### src/rtl/nf10_nic_pkg.sv
// Shared NIC constants: tuser field positions, default port count and demux state encoding.
package nf10_nic_pkg;
  localparam int DST_PORT_POS      = 24;
  localparam int SRC_PORT_POS      = 16;
  localparam int NUM_PORTS_DEFAULT = 8;

  localparam logic [1:0] HEADER = 2'd0;
  localparam logic [1:0] FWD    = 2'd1;
  localparam logic [1:0] DROP   = 2'd2;

  typedef enum logic [1:0] {
    S_HEADER = HEADER,
    S_FWD    = FWD,
    S_DROP   = DROP
  } demux_state_t;
endpackage

### src/rtl/nf10_axis_mcast_slot.sv
// One-beat output register shared by all ports, with a pending mask of ports still owed the beat.
module nf10_axis_mcast_slot #(
  parameter int DATA_W = 256,
  parameter int USER_W = 128,
  parameter int NP     = 8
) (
  input  logic                clk,
  input  logic                rst,
  input  logic                load,
  input  logic [DATA_W-1:0]   load_data,
  input  logic [DATA_W/8-1:0] load_strb,
  input  logic [USER_W-1:0]   load_user,
  input  logic                load_last,
  input  logic [NP-1:0]       load_mask,
  input  logic [NP-1:0]       tready,
  output logic [DATA_W-1:0]   data,
  output logic [DATA_W/8-1:0] strb,
  output logic [USER_W-1:0]   user,
  output logic                last,
  output logic [NP-1:0]       tvalid,
  output logic                slot_valid,
  output logic                retire_now
);
  logic [NP-1:0] pend;
  logic [NP-1:0] pend_left;

  // The slot is occupied exactly while some port is still owed the beat.
  assign slot_valid = |pend;
  assign tvalid     = {NP{slot_valid}} & pend;
  assign pend_left  = pend & ~(tvalid & tready);
  assign retire_now = slot_valid & ~(|pend_left);

  always_ff @(posedge clk or posedge rst) begin
    if (rst) begin
      pend <= '0;
      data <= '0;
      strb <= '0;
      user <= '0;
      last <= 1'b0;
    end else if (load) begin
      pend <= load_mask;
      data <= load_data;
      strb <= load_strb;
      user <= load_user;
      last <= load_last;
    end else begin
      pend <= pend_left;
    end
  end
endmodule

### src/rtl/nf10_nic_output_demux.sv
// Fans each AXI4-Stream packet out to the ports named by its first-beat DST_PORT bitmap; empty bitmaps are dropped.
module nf10_nic_output_demux
  import nf10_nic_pkg::*;
#(
  parameter int C_AXIS_DATA_WIDTH = 256,
  parameter int C_USER_WIDTH      = 128,
  parameter int NUM_PORTS         = NUM_PORTS_DEFAULT,
  parameter int DST_PORT_POS      = nf10_nic_pkg::DST_PORT_POS
) (
  input  logic                           axi_aclk,
  input  logic                           axi_reset,
  input  logic [C_AXIS_DATA_WIDTH-1:0]   s_axis_tdata,
  input  logic [C_AXIS_DATA_WIDTH/8-1:0] s_axis_tstrb,
  input  logic [C_USER_WIDTH-1:0]        s_axis_tuser,
  input  logic                           s_axis_tvalid,
  output logic                           s_axis_tready,
  input  logic                           s_axis_tlast,
  output logic [C_AXIS_DATA_WIDTH-1:0]   m_axis_tdata,
  output logic [C_AXIS_DATA_WIDTH/8-1:0] m_axis_tstrb,
  output logic [C_USER_WIDTH-1:0]        m_axis_tuser,
  output logic                           m_axis_tlast,
  output logic [NUM_PORTS-1:0]           m_axis_tvalid,
  input  logic [NUM_PORTS-1:0]           m_axis_tready,
  output logic [31:0]                    pkt_fwd_cnt,
  output logic [31:0]                    pkt_drop_cnt
);
  demux_state_t         state;
  logic [NUM_PORTS-1:0] mask_q;
  logic [NUM_PORTS-1:0] mask_in;
  logic [NUM_PORTS-1:0] load_mask;
  logic                 slot_valid;
  logic                 retire_now;
  logic                 accept;
  logic                 load;
  logic                 drop_pkt;
  logic                 fwd_pkt;

  assign mask_in       = s_axis_tuser[DST_PORT_POS +: NUM_PORTS];
  assign s_axis_tready = (state == S_DROP) ? 1'b1 : (~slot_valid | retire_now);
  assign accept        = s_axis_tvalid & s_axis_tready;
  assign load          = accept & (((state == S_HEADER) & (|mask_in)) | (state == S_FWD));
  assign load_mask     = (state == S_HEADER) ? mask_in : mask_q;
  assign fwd_pkt       = retire_now & m_axis_tlast;
  // A dropped packet is counted once, on its tlast, whether it is one beat or many.
  assign drop_pkt      = accept & s_axis_tlast &
                         ((state == S_DROP) | ((state == S_HEADER) & ~(|mask_in)));

  nf10_axis_mcast_slot #(
    .DATA_W (C_AXIS_DATA_WIDTH),
    .USER_W (C_USER_WIDTH),
    .NP     (NUM_PORTS)
  ) u_slot (
    .clk        (axi_aclk),
    .rst        (axi_reset),
    .load       (load),
    .load_data  (s_axis_tdata),
    .load_strb  (s_axis_tstrb),
    .load_user  (s_axis_tuser),
    .load_last  (s_axis_tlast),
    .load_mask  (load_mask),
    .tready     (m_axis_tready),
    .data       (m_axis_tdata),
    .strb       (m_axis_tstrb),
    .user       (m_axis_tuser),
    .last       (m_axis_tlast),
    .tvalid     (m_axis_tvalid),
    .slot_valid (slot_valid),
    .retire_now (retire_now)
  );

  always_ff @(posedge axi_aclk or posedge axi_reset) begin
    if (axi_reset) begin
      state  <= S_HEADER;
      mask_q <= '0;
    end else if (accept) begin
      case (state)
        S_HEADER: begin
          mask_q <= mask_in;
          if (!s_axis_tlast) state <= (|mask_in) ? S_FWD : S_DROP;
        end
        S_FWD, S_DROP: if (s_axis_tlast) state <= S_HEADER;
        default: state <= S_HEADER;
      endcase
    end
  end

  always_ff @(posedge axi_aclk or posedge axi_reset) begin
    if (axi_reset) begin
      pkt_fwd_cnt  <= '0;
      pkt_drop_cnt <= '0;
    end else begin
      if (fwd_pkt && pkt_fwd_cnt != 32'hFFFF_FFFF)   pkt_fwd_cnt  <= pkt_fwd_cnt + 32'd1;
      if (drop_pkt && pkt_drop_cnt != 32'hFFFF_FFFF) pkt_drop_cnt <= pkt_drop_cnt + 32'd1;
    end
  end
endmodule

### config.mk
export PLATFORM = sky130hd
export DESIGN_NAME = nf10_nic_output_demux
export DESIGN_NICKNAME = d
export VERILOG_FILES = /design/src/rtl/nf10_nic_pkg.sv /design/src/rtl/nf10_axis_mcast_slot.sv /design/src/rtl/nf10_nic_output_demux.sv
export SDC_FILE = /design/constraint.sdc
export NUM_CORES = 1
export LEC_CHECK = 0
export ABC_AREA = 1
export ABC_CLOCK_PERIOD_IN_PS = 33000
export CORE_AREA = 2 2 361 363
export CTS_CLUSTER_DIAMETER = 120
export CTS_CLUSTER_SIZE = 8
export DETAILED_ROUTE_END_ITERATION = 10
export DIE_AREA = 0 0 363 365
export PLACE_DENSITY = 0.47
export SLEW_MARGIN = 20
export SYNTH_ARGS = -nofsm -noshare
export SYNTH_HDL_FRONTEND = slang
export SYNTH_SLANG_ARGS = --single-unit
### constraint.sdc
create_clock -name axi_aclk -period 33 [get_ports axi_aclk]
set_input_delay 6.6 -clock axi_aclk [delete_from_list [all_inputs] [get_ports axi_aclk]]
set_output_delay 6.6 -clock axi_aclk [all_outputs]
set_load 0.01 [all_outputs]
# After elaboration in Yosys (flattened, before gate mapping)
# Cells that the tools add are included.
[totals]
reg_bits = 499
out_inout_bits = 490
wordCells = 50
[classes]
add_sub_neg = 2
eq_ne = 6
n_mux = 7
bitwise = 18
reduce_logical = 8
[op_table]
columns = ["op", "count"]
rows = [
  ["32-bit by 1-bit adder with 32-bit output (second input constant)", 2],
  ["32-bit inequality test (second input constant)", 2],
  ["8-bit AND", 3],
  ["8-bit OR reduction", 3],
  ["8-bit two-way mux", 2],
  ["1-bit AND", 8],
  ["8-bit inverter", 1],
  ["2-bit two-way mux", 3],
  ["2-bit inequality test (second input constant)", 2],
  ["2-bit one-hot mux with 2 select lines", 1],
  ["1-bit inverter", 3],
  ["1-bit OR", 3],
  ["3-bit AND reduction", 1],
  ["2-bit by 1-bit == test with 1-bit output (second input constant)", 1],
  ["2-bit == test (second input constant)", 1],
  ["1-bit logical AND", 2],
  ["2-bit logical NOT", 1],
  ["2-bit OR reduction", 1],
  ["1-bit two-way mux", 1],
]

# Depth between registers and ports, before layout
[logic_depth]
word_depth = 14
mapped_depth = 12

# By module
# From an unflattened synthesis, not the netlist that was laid out.
[hier_totals]
cells_unflattened = 1684
area_unflattened_um2 = 20837.5
[modules_own_cells]
columns = ["module", "n_inst", "cells_each", "area_per_inst_um2", "seq_area_each_um2"]
rows = [
  ["nf10_axis_mcast_slot", 1, 947, 16047.9, 10635.2],
  ["nf10_nic_output_demux", 1, 737, 4789.6, 1851.8],
]

# Worst setup path before layout
# No wires, ideal clock.
[synth_path]
path_kind = "input port to output port"
startpoint = "in m_axis_tready[5]"
endpoint = "out s_axis_tready"
t_arrival_ps = 7052
required_ps = 26400
path_slack_ps = 19348
path_stages = 6
path_cell_list = "inv_1 > nand2_1 > nand2_1 > nor2_1 > nand2_1 > nand2_1"
[synth_between]
elab_chain_cells = 8
[synth_lines]
columns = ["element", "line", "source"]
rows = [
  ["start: declaration", "nf10_nic_output_demux.sv:23", "input logic [NUM_PORTS-1:0] m_axis_tready,"],
  ["8-bit AND", "nf10_axis_mcast_slot.sv:30", "assign pend_left = pend & ~(tvalid & tready);"],
  ["8-bit inverter", "nf10_axis_mcast_slot.sv:30", ""],
  ["8-bit AND", "nf10_axis_mcast_slot.sv:30", ""],
  ["8-bit OR reduction", "nf10_axis_mcast_slot.sv:31", "assign retire_now = slot_valid & ~(|pend_left);"],
  ["1-bit inverter", "nf10_axis_mcast_slot.sv:31", ""],
  ["1-bit AND", "nf10_axis_mcast_slot.sv:31", ""],
  ["1-bit OR", "nf10_nic_output_demux.sv:39", "assign s_axis_tready = (state == S_DROP) ? 1'b1 : (~slot_valid | retire_now);"],
  ["1-bit two-way mux", "nf10_nic_output_demux.sv:39", ""],
  ["end: declaration", "nf10_nic_output_demux.sv:16", "output logic s_axis_tready,"],
]
# Every way passes these cells.

# Worst setup path after layout
[layout_path]
startpoint = "in m_axis_tready[3]"
endpoint = "out s_axis_tready"
# The elaborated chain is that of the path after synthesis.

==> summary.md <==
| Metric | Value |
|---|---|
| Result of the run | `finished clean` |
| Minimum setup slack among reg-to-reg paths | `between 20 and 30 ns` |
| Total global-route track usage | `about 15%` |
| Detailed placement HPWL | `between 70000 and 80000 µm` |
| Global route overflow | `0` |
| Fraction of the yosys area taken by sequential cells | `around three fifths` |
| Average wire per cell in the routed design | `approximately 20 µm` |
| Max-capacitance violation count | `0` |
| Area taken by flip-flops and latches | `between 10000 and 15000 µm²` |
| Via count | `between 20000 and 25000` |
| Leading cell types by total area after synthesis | `sky130_fd_sc_hd__dfrtp_1 58%, sky130_fd_sc_hd__nand2_1 21%, sky130_fd_sc_hd__nand3_1 11%` |
| Slew Limit Headroom | `30.1%` |
| WL final | `roughly 100000 µm` |
| Path type of the worst min-delay path | `flop to flop` |
| Maximum clock frequency | `67.8 MHz` |
| Commonest cells after routing, fill and taps aside | `1206 x sky130_fd_sc_hd__nand2_1, 917 x sky130_fd_sc_hd__clkdlybuf4s50_1, 499 x sky130_fd_sc_hd__dfrtp_1` |
| CP arrival | `8.14 ns` |
| DRC violation count after routing | `0` |
| Kind of start point of the critical path | `primary input` |
| Area of all placed cells without fillers | `between 30000 and 40000 µm²` |
| Gp weighted congestion | `between 0.8 and 0.9` |
| Post-CTS Setup Inserts | `0` |
| Initial DRC count | `roughly 1400` |
| Net Sw Frac | `around two fifths` |
| Biggest fanout along the worst timing path | `3` |
| Global-route wire length before repair | `around 150000 µm` |
| Internal power component | `1.96 mW` |
| Portion of synthesized cell area occupied by the leading cell type | `58.1%` |
| TritonCTS clock tree | `done` |
| Number of core rows | `~130` |
| Remaining antenna violation count after routing | `0` |
| Endpoint type of the worst setup path | `primary output` |
| Period utilisation layout | `~45%` |
| Final clock skew | `roughly 0.021 ns` |
| Horizontal extent of the die | `~360 µm` |
| Synthesized netlist cell count | `between 2000 and 3000` |
| Multi-input gate area | `approximately 8100 µm²` |
| Area of the mapped netlist | `approximately 21000 µm²` |
| Leak Pwr | `15.9 nW` |
| Core area | `between 100000 and 150000 µm²` |
| Number of placed instances, taps included | `~5000` |
| Maximum count of clock buffers along a single path | `3` |
| Number of clock sinks | `approximately 500` |
| Top-level I/O count | `slightly above 900` |
| Number of standard cells in the final layout excluding fillers | `~5100` |
| Die height | `roughly 370 µm` |
| Largest vdd supply drop | `0.0000429 V` |
| WS Path Type | `primary input to primary output` |
| Fin util | `26.7%` |
| PwrDens | `around 96 nW/µm²` |
| Layout overhead on the synthesized area | `59.7%` |
| Starting density of the core | `~17%` |
| Clock period minus worst slack | `14.74 ns` |
| Fillcell total | `around 14000` |
| Synth Register Bits | `between 400 and 500` |
| Total die area | `roughly 130000 µm²` |
| Initial antenna violation count | `21` |
| Critical path data required time | `between 20 and 30 ns` |
| Max H-tree Level | `3` |
| Worst skew pair latency | `about 0.66 ns` |
| Count of nets after finishing | `just under 4000` |
| Clock root buffer master | `sky130_fd_sc_hd__clkbuf_16` |
| Post-cts sizing count | `0` |
| Share of power burned in the clock network | `~22%` |
| Largest net degree at the start of global routing | `around 130` |
| DR pass1 iterations | `4` |
| Total number of yosys warnings | `0` |
| Vias in the first global route | `slightly above 20000` |
| Number of buffers created by CTS | `74` |
| Count of input and output buffers | `just over 900` |
| Setup violation total in the final timing report | `0` |
| Slew of the pin with the lowest slew margin | `~1.0 ns` |
| Max Slew Vio Count | `0` |
| Switching power of the nets | `approximately 1.3 mW` |
| Library cell with the largest summed area after synthesis | `sky130_fd_sc_hd__dfrtp_1` |
| Share of final-layout standard cells stronger than drive strength 1 | `about 3.4%` |
| Syn Area/Cell | `between 8 and 9 µm²` |
| Final TNS setup | `0 ns` |
| RSZ-0062 raised after global routing | `no` |
| Post-cts hold buffer count | `0` |
| Hold Vio Cnt, Final | `0` |
| Most frequent standard cell in the layout excluding fill and tap cells | `sky130_fd_sc_hd__nand2_1` |
| Number of different library cells in the post-synthesis netlist | `27` |
| Cell area reported after detailed placement | `32200 µm²` |
| Clock transition time at the flip-flop clock pins of the worst setup and hold paths | `about 0.05 ns` |
| Sequential power share | `between 30% and 40%` |
| Vias per cell | `roughly 4.0` |
| Total nets after synthesis | `3028` |
| Share of power burned in combinational logic | `about 47%` |
critical path: stages:
cell and delay [ns]:
sky130_fd_sc_hd__clkdlybuf4s50_1 0.46, sky130_fd_sc_hd__inv_1 0.04, sky130_fd_sc_hd__nand2_1 0.09, sky130_fd_sc_hd__nand2_1 0.07, sky130_fd_sc_hd__nor2_1 0.10, sky130_fd_sc_hd__nand2_1 0.12
sky130_fd_sc_hd__nand2_1 0.12, sky130_fd_sc_hd__clkdlybuf4s50_1 0.54
metal layers:
layer  vias to the layer above  global-route usage (%)  share of wire (%)
met3                       131                    6.01                9.4
met5                         -                       0              0.013
met4                         2                    4.09                2.2
li1                       9920                       -                  -
met1                      9986                    17.9                 40
met2                       668                    24.5                 48
kinds of logic after synthesis:
kind of cell	Yosys count	synth area share, %
multiplexers	9	0.419
AND/OR/NAND/NOR	1802	34.7
XOR/XNOR	37	1.51
flip-flops	499	58.1
buffers and inverters	215	4.35
adder cells (fa/ha/maj)	5	0.291
AO/OA/AOI/OAI	28	0.704
through the flow:
stage	worst slack [ns]	power, mW	hold WS [ns]
after global routing	18.16	3.55	0.480
after CTS	18.27	3.37	0.470
final	18.26	3.31	0.466
after global placement	18.27	2.62	0.452
after detailed placement	18.28	2.62	0.457
after floorplan	12.47	1.75	0.452
area by class of cell:
cell class	instances	share of cell area [%]
flip-flops and latches	499	36.4
well taps	1675	6.11
repair buffers	941	27.3
multi-input cells	1881	23.6
diodes	11	0.0802
clock buffers	75	5.41
inverters	50	0.569
clock inverters	12	0.587
synthesized netlist by cell type, drive strengths merged:
master  number
a21oi        2
and2         2
buf         96
clkbuf      69
clkinv       1
dfrtp      499
ha           5
inv         49
mux2i        9
nand2     1208
nand3      455
nand3b      20
nand4        3
nor2       106
nor3         8
o21ai       26
xnor2       13
xor2        24
worst paths after layout:
check	from	endpoint	cells after the start
min reg2reg	u_slot.data[121]	u_slot.data[121]	2
max reg2reg	state[0]	u_slot.data[242]	10
max	m_axis_tready[3]	s_axis_tready	8
max in group asynchronous	axi_reset	u_slot.user[114]	5
min	u_slot.data[121]	u_slot.data[121]	2
min in group asynchronous	axi_reset	u_slot.data[144]	2
power by group through the flow:
stage / clock (mW) / sequential, mW / combinational, mW
after floorplan: 0 / 1.14 / 0.615
after global placement: 0 / 1.04 / 1.58
after detailed placement: 0 / 1.04 / 1.58
after CTS: 0.747 / 1.04 / 1.58
after global routing: 0.771 / 1.07 / 1.70
final: 0.716 / 1.04 / 1.55
flip-flops by register name, indices dropped and copies added (netlist names):
register / cells
u_slot.user: 128
u_slot.strb: 32
u_slot.data: 256
pkt_fwd_cnt: 32
state: 2
mask_q: 8
pkt_drop_cnt: 32
u_slot.pend: 8
u_slot.last: 1
Power figures use the tool's default switching activity.
